[config.mk]
export PLATFORM = sky130hd
export DESIGN_NAME = clk_gate_top_flat
export DESIGN_NICKNAME = d
export VERILOG_FILES = /design/src/rtl/clk_gating_pkg.sv /design/src/rtl/clk_gate_ctrl_if.sv /design/src/rtl/clk_gate_top.sv /design/src/rtl/clk_gating.sv /design/src/rtl/clk_gate_ctrl.sv /design/src/flat_wrapper.sv
export SDC_FILE = /design/constraint.sdc
export NUM_CORES = 1
export LEC_CHECK = 0
export CORE_MARGIN = 2
export CORE_UTILIZATION = 30
export CTS_CLUSTER_DIAMETER = 150
export CTS_CLUSTER_SIZE = 40
export DETAILED_ROUTE_END_ITERATION = 10
export GPL_TIMING_DRIVEN = 0
export PLACE_DENSITY = 0.51
export SYNTH_ARGS = -nofsm -noshare
export SYNTH_HDL_FRONTEND = slang
export SYNTH_SLANG_ARGS = --single-unit
[constraint.sdc]
create_clock -name clk -period 4.75 [get_ports clk]
set_input_delay 0.95 -clock clk [delete_from_list [all_inputs] [get_ports clk]]
set_output_delay 0.95 -clock clk [all_outputs]
set_load 0.02 [all_outputs]
[src/rtl/clk_gating_pkg.sv]
// Shared clock-gating types: FSM state encoding and counter sizing helper.
package clk_gating_pkg;

  typedef enum logic [1:0] {
    ST_RUN   = 2'd0,
    ST_IDLE  = 2'd1,
    ST_GATED = 2'd2,
    ST_WAKE  = 2'd3
  } cg_state_t;

  function automatic int cg_max(input int a, input int b);
    return (a > b) ? a : b;
  endfunction

endpackage

[src/rtl/clk_gate_ctrl_if.sv]
// Control/status bundle between requesters and the clock-gate enable controller.
interface clk_gate_ctrl_if;
  logic activity;
  logic force_on;
  logic wake_req;
  logic gate_en;
  logic wake_ack;
  logic gated;

  modport master (
    output activity, force_on, wake_req,
    input  gate_en, wake_ack, gated
  );

  modport slave (
    input  activity, force_on, wake_req,
    output gate_en, wake_ack, gated
  );
endinterface

[src/rtl/clk_gate_top.sv]
// Integration wrapper: enable controller feeding the ICG.
module clk_gate_top #(
  parameter int IDLE_CYCLES = 16,
  parameter int WAKE_CYCLES = 2
) (
  input  logic            clk,
  input  logic            rst,
  clk_gate_ctrl_if.slave  bus,
  output logic            gclk_o
);

  clk_gate_ctrl #(
    .IDLE_CYCLES(IDLE_CYCLES),
    .WAKE_CYCLES(WAKE_CYCLES)
  ) u_ctrl (
    .clk (clk),
    .rst (rst),
    .bus (bus)
  );

  clk_gating u_icg (
    .clk    (clk),
    .en_i   (bus.gate_en),
    .gclk_o (gclk_o)
  );

endmodule

[src/rtl/clk_gating.sv]
// Latch-based integrated clock gate: enable captured while clk is low.
module clk_gating (
  input  logic clk,
  input  logic en_i,
  output logic gclk_o
);
  logic en_lat;

  // Transparent while clk low so the AND never sees en change mid high phase.
  always_latch begin
    if (!clk) en_lat <= en_i;
  end

  assign gclk_o = clk & en_lat;

endmodule

[src/rtl/clk_gate_ctrl.sv]
// Enable generator for the latch-based ICG: gates after an idle window,
// ungates on wake source with a fixed settle period and a req/ack handshake.
//
//   state    | meaning
//   ---------+----------------------------------------------------------
//   ST_RUN   | clock running, watching for the first idle cycle
//   ST_IDLE  | clock running, counting consecutive idle cycles
//   ST_GATED | clock stopped (gate_en=0), waiting for a wake source
//   ST_WAKE  | clock restarted, settling before RUN / wake_ack
module clk_gate_ctrl #(
  parameter int IDLE_CYCLES = 16,
  parameter int WAKE_CYCLES = 2
) (
  input  logic            clk,
  input  logic            rst,
  clk_gate_ctrl_if.slave  bus
);
  import clk_gating_pkg::*;

  localparam int CW = $clog2(cg_max(IDLE_CYCLES, WAKE_CYCLES) + 1);
  localparam logic [CW-1:0] IDLE_LAST = CW'(IDLE_CYCLES - 1);
  localparam logic [CW-1:0] WAKE_LAST = CW'(WAKE_CYCLES - 1);

  cg_state_t       state_q, state_d;
  logic [CW-1:0]   cnt_q, cnt_d;
  logic            ack_done_q, ack_done_d;
  logic            gate_en_q, gate_en_d;
  logic            wake_ack_q, wake_ack_d;
  logic            gated_q, gated_d;
  logic            ws;

  // Next state, counter, handshake and Moore outputs decoded from next state.
  always_comb begin
    ws         = bus.wake_req | bus.force_on | bus.activity;
    state_d    = state_q;
    cnt_d      = cnt_q;
    wake_ack_d = 1'b0;
    ack_done_d = ack_done_q;

    case (state_q)
      ST_RUN: begin
        if (!ws) begin
          state_d = ST_IDLE;
          cnt_d   = '0;
        end else begin
          wake_ack_d = bus.wake_req & ~ack_done_q;
        end
      end
      ST_IDLE: begin
        cnt_d = cnt_q + CW'(1);
        // A wake source in the terminal cycle still wins over gating.
        if (ws) begin
          state_d    = ST_RUN;
          cnt_d      = '0;
          wake_ack_d = bus.wake_req & ~ack_done_q;
        end else if (cnt_q == IDLE_LAST) begin
          state_d = ST_GATED;
          cnt_d   = '0;
        end
      end
      ST_GATED: begin
        if (ws) begin
          state_d = ST_WAKE;
          cnt_d   = '0;
        end
      end
      ST_WAKE: begin
        // Runs to completion regardless of wake-source changes.
        cnt_d = cnt_q + CW'(1);
        if (cnt_q == WAKE_LAST) begin
          state_d    = ST_RUN;
          cnt_d      = '0;
          wake_ack_d = bus.wake_req & ~ack_done_q;
        end
      end
      default: begin
        state_d = ST_RUN;
        cnt_d   = '0;
      end
    endcase

    // One ack per wake_req assertion; re-armed once wake_req is seen low.
    if (wake_ack_d)
      ack_done_d = 1'b1;
    else if (!bus.wake_req)
      ack_done_d = 1'b0;

    gate_en_d = (state_d != ST_GATED);
    gated_d   = (state_d == ST_GATED);
  end

  // State and registered outputs; reset leaves the clock ungated.
  always_ff @(posedge clk or posedge rst) begin
    if (rst) begin
      state_q    <= ST_RUN;
      cnt_q      <= '0;
      ack_done_q <= 1'b0;
      gate_en_q  <= 1'b1;
      wake_ack_q <= 1'b0;
      gated_q    <= 1'b0;
    end else begin
      state_q    <= state_d;
      cnt_q      <= cnt_d;
      ack_done_q <= ack_done_d;
      gate_en_q  <= gate_en_d;
      wake_ack_q <= wake_ack_d;
      gated_q    <= gated_d;
    end
  end

  assign bus.gate_en  = gate_en_q;
  assign bus.wake_ack = wake_ack_q;
  assign bus.gated    = gated_q;

endmodule

[src/flat_wrapper.sv]
// flat-port wrapper written by rule: the top's interface ports become plain ports
module clk_gate_top_flat 
#(
  parameter int IDLE_CYCLES = 16,
  parameter int WAKE_CYCLES = 2
)
  (clk, rst, gclk_o, bus_activity, bus_force_on, bus_wake_req, bus_gate_en, bus_wake_ack, bus_gated);
  clk_gate_ctrl_if bus_i ();
  input  logic clk;
  input  logic rst;
  output logic gclk_o;
  input wire logic [$bits(bus_i.activity)-1:0] bus_activity;
  input wire logic [$bits(bus_i.force_on)-1:0] bus_force_on;
  input wire logic [$bits(bus_i.wake_req)-1:0] bus_wake_req;
  output wire logic [$bits(bus_i.gate_en)-1:0] bus_gate_en;
  output wire logic [$bits(bus_i.wake_ack)-1:0] bus_wake_ack;
  output wire logic [$bits(bus_i.gated)-1:0] bus_gated;
  assign bus_i.activity = bus_activity;
  assign bus_i.force_on = bus_force_on;
  assign bus_i.wake_req = bus_wake_req;
  assign bus_gate_en = bus_i.gate_en;
  assign bus_wake_ack = bus_i.wake_ack;
  assign bus_gated = bus_i.gated;
  clk_gate_top #(.IDLE_CYCLES(IDLE_CYCLES), .WAKE_CYCLES(WAKE_CYCLES)) u_core (.clk(clk), .rst(rst), .bus(bus_i), .gclk_o(gclk_o));
endmodule
# After elaboration in Yosys (flattened, before gate mapping)

Cells that the tools add are included.

Register bits after elaboration: 11
Latch bits: 1
Input bits: 5
Word-level logic and storage cells: 44

$add $sub $neg: 1
Eq/ne operators: 10
Multiplexer cells: 18
Bitwise logic cells: 5
Reduce and logical (&&, ||, !) cells: 3

Operators with widths:

| cell                | number |
|---|---|
| $mux 5              | 5 |
| $pmux 5 s4          | 1 |
| $mux 2              | 5 |
| $pmux 2 s4          | 1 |
| $eq 2x2->1 const B  | 3 |
| $ne 2x2->1 const B  | 3 |
| $add 5x1->5 const B | 1 |
| $eq 5x1->1 const B  | 1 |
| $eq 5x4->1 const B  | 1 |
| $mux 1              | 5 |
| $and 1x1->1         | 2 |
| $eq 2x1->1 const B  | 1 |
| $logic_not 2->1     | 1 |
| $ne 2x1->1 const B  | 1 |
| $or 1x1->1          | 2 |
| $pmux 1 s2          | 1 |
| $reduce_and 2->1    | 1 |
| $reduce_or 2->1     | 1 |
| $not 1->1           | 1 |

# Depth between registers and ports, before layout

Word-level depth: 5
Depth in mapped cells: 8
Depth with buffers taken out: 8

# By module

Synthesis repeated with hierarchy kept, for this count alone.

Cells, all modules: 57
Area, all modules: 609.3 um^2

Modules (own cells, without submodules):

| module        | instances | cells an instance | area each (um^2) | sequential area each (um^2) |
|---|---|---|---|---|
| clk_gate_ctrl | 1         | 55                | 588.1            | 276.5 |
| clk_gating    | 1         | 2                 | 21.3             | 0.0 |

==> out/results.txt <==
Run status = complete, no violations
Slew @ Worst Pin = 0.6058 ns
Number of I/O port buffers = 8
Top-count cell post-synth = dfrtp_1
Crit-path slowest cell = dlxtn_1
Final Hold Violating Endpoints = 0
Vias per inst = 4.648
Die ar. = 0.002553 mm²
Initial antenna violation count = 0
Die width = 50.53 µm
WL/cell = 11.31 µm
Area leader, netlist = dfrtp_1
Gp weighted congestion = 0.7767
Final WL = 1.221 mm
Pre-CTS setup slack = 0.3682 ns
CTS Hold Bufs = 0
CP cell instances = and2_1 -> dlygate4sd2_1
Skew-Pair Late Insertion Delay = 0.38 ns
Max incr delay on CP = 0.39 ns
Core footprint = 0.002002 mm²
DP HPWL = 874.3 µm
Net Count, Synth = 75
Yosys reg bits = 12
Setup Skew = 0.005180 ns
CTS tree = done
Yosys cell types = 29
Total I/O pin count = 9
Die Span Y = 50.53 µm
PD cells = 302.1 mW/mm²
Synth area leaders = dfrtp_1 (39%), ha_1 (7.7%), inv_1 (4.6%)
Final Power = 0.2449 mW
Row cnt = 16
Peak VDD IR = 174.4 µV
Share of layout cells above drive strength 1 = 16.05%
Synth async-reset ratio = 91.67%
Initial DRT Pass Iterations = 4
Crit path buf inv count = 1
Iter 0 DRT Violations = 8
Syn avg cell area = 9.839 µm²
Post-synth EDFFs = 0
First-pass GRT wire length = 2.083 mm
Max transition margin = 59.30%
Final net count = 91
Critical path launch point type = latch
CP Capture Type = primary output
Top FF cell, synth = dfrtp_1
Worst setup margin = 0.2251 ns
Synth Cell Area = 649.4 µm²
Total GRT Usage = 11.79%
Initial Utilization = 32.44%
Final setup fails = 0
Area growth, synth to finish = 24.86%
Leak Pwr = 0.3687 nW
Top cell type's share of synthesized area = 38.54%
Ant diodes = 0
Largest net degree at the start of global routing = 12
Critical-path maximum fanout = 1
Total vias in the final route = 502
Total gr overflow = 0
Final ANT Viol Nets = 0
Critical Path RT = 3.80 ns
Ys Warns = 0
Vias in the first global route = 493
Number of max-cap violations = 0
Setup TNS = 0 ns
CP arrival = 3.57 ns
Most common library cells after synthesis = dfrtp_1 (10), inv_1 (8), nand2_1 (5), nor2_1 (5), ha_1 (4)
RSZ-0062 raised after global routing = no
Slew Viols, Final = 0
Post CTS Setup Buffer Count = 0
Post-synthesis instance total = 66
Hold Path Class = reg2reg
CP delay by family, top = latches
DRC viols = 0
WS Path Type = latch2out
Clock transition at path regs = 0.07 ns
## through the flow
| step | hold WS, ns | instance area, µm² | util, % | cells |
|---|---|---|---|---|
| floorplan | 0.4086 | 649.4 | - | 66 |
| global placement | 0.4147 | 763.2 | 38.13 | 101 |
| detailed placement | 0.4258 | 763.2 | 38.13 | 101 |
| CTS | 0.4369 | 810.8 | 40.50 | 108 |
| global route | 0.4537 | 810.8 | 40.50 | 108 |
| finish | 0.4333 | 810.8 | 40.50 | 108 |
## cell type report
| type | count | area [µm²] |
|---|---|---|
| sequential | 12 | 291.5 |
| fill | 206 | 1191 |
| inverter | 8 | 30.03 |
| multi-input combinational | 44 | 312.8 |
| buffer | 2 | 15.01 |
| clock buffer | 8 | 57.56 |
| timing repair buffer | 7 | 70.07 |
| tap | 27 | 33.78 |
## placed cells by master (no fill, tap or decap), drive strengths merged, types with 2 or more instances in the layout
cell,instances
dfrtp,10
inv,8
clkbuf,8
clkdlybuf4s50,7
nor2,5
nand2,5
ha,4
nor3,3
nor2b,3
a221o,2
o21ai,2
o22ai,2
nand3,2
and2,2
o21a,2
a32oi,2
## report_power, final
group / switching (mW) / internal [mW]
Clock: 0.0556 / 0.0726
Combinational: 0.00702 / 0.00695
Sequential: 0.00172 / 0.101
## final timing paths
path / to / slack, ns / cells past startpoint / startpoint
worst min-delay path: u_core.u_ctrl.bus.wake_ack / 0.43 / 1 / u_core.u_ctrl.ack_done_q
worst max register to register: u_core.u_icg.en_lat / 1.86 / 0 / u_core.u_ctrl.bus.gate_en
min in group asynchronous: u_core.u_ctrl.state_q[0] / 0.85 / 2 / rst
worst min register to register: u_core.u_ctrl.bus.wake_ack / 0.43 / 1 / u_core.u_ctrl.ack_done_q
worst max-delay path: gclk_o / 0.23 / 2 / u_core.u_icg.en_lat
max in group asynchronous: u_core.u_ctrl.bus.gate_en / 3.57 / 2 / rst
## cells by family (layout without fill, tap and decap cells)
| family | after synthesis | count (layout) | synth area share (%) |
|---|---|---|---|
| AND/OR/NAND/NOR | 26 | 26 | 24.08 |
| AO/OA/AOI/OAI | 13 | 13 | 14.64 |
| flip-flops | 11 | 11 | 42.58 |
| buffers and inverters | 10 | 25 | 6.936 |
| adder cells (fa/ha/maj) | 4 | 4 | 7.707 |
| multiplexers | 1 | 1 | 1.734 |
| latches | 1 | 1 | 2.311 |
## registers in the layout, summed over array words and instances, names as in the netlist
signal / flops
u_core.u_icg.en_lat: 1
u_core.u_ctrl.cnt_q: 5
u_core.u_ctrl.bus.gated: 1
u_core.u_ctrl.bus.wake_ack: 1
u_core.u_ctrl.ack_done_q: 1
u_core.u_ctrl.state_q: 2
u_core.u_ctrl.bus.gate_en: 1
## repair_timing
item,in CTS,in global routing
endpoints found under the setup margin,2,0
hold endpoints to repair,0,0
resized for setup,1,0
## per-layer routing
layer | share of wire (%) | global-route usage [%]
met3 | 5.0 | 7.143
met4 | 0.57 | 8.559
met1 | 50 | 13.75
met2 | 45 | 15.57
met5 | 0 | 0
Note: power is estimated with default switching activity, not from simulation.
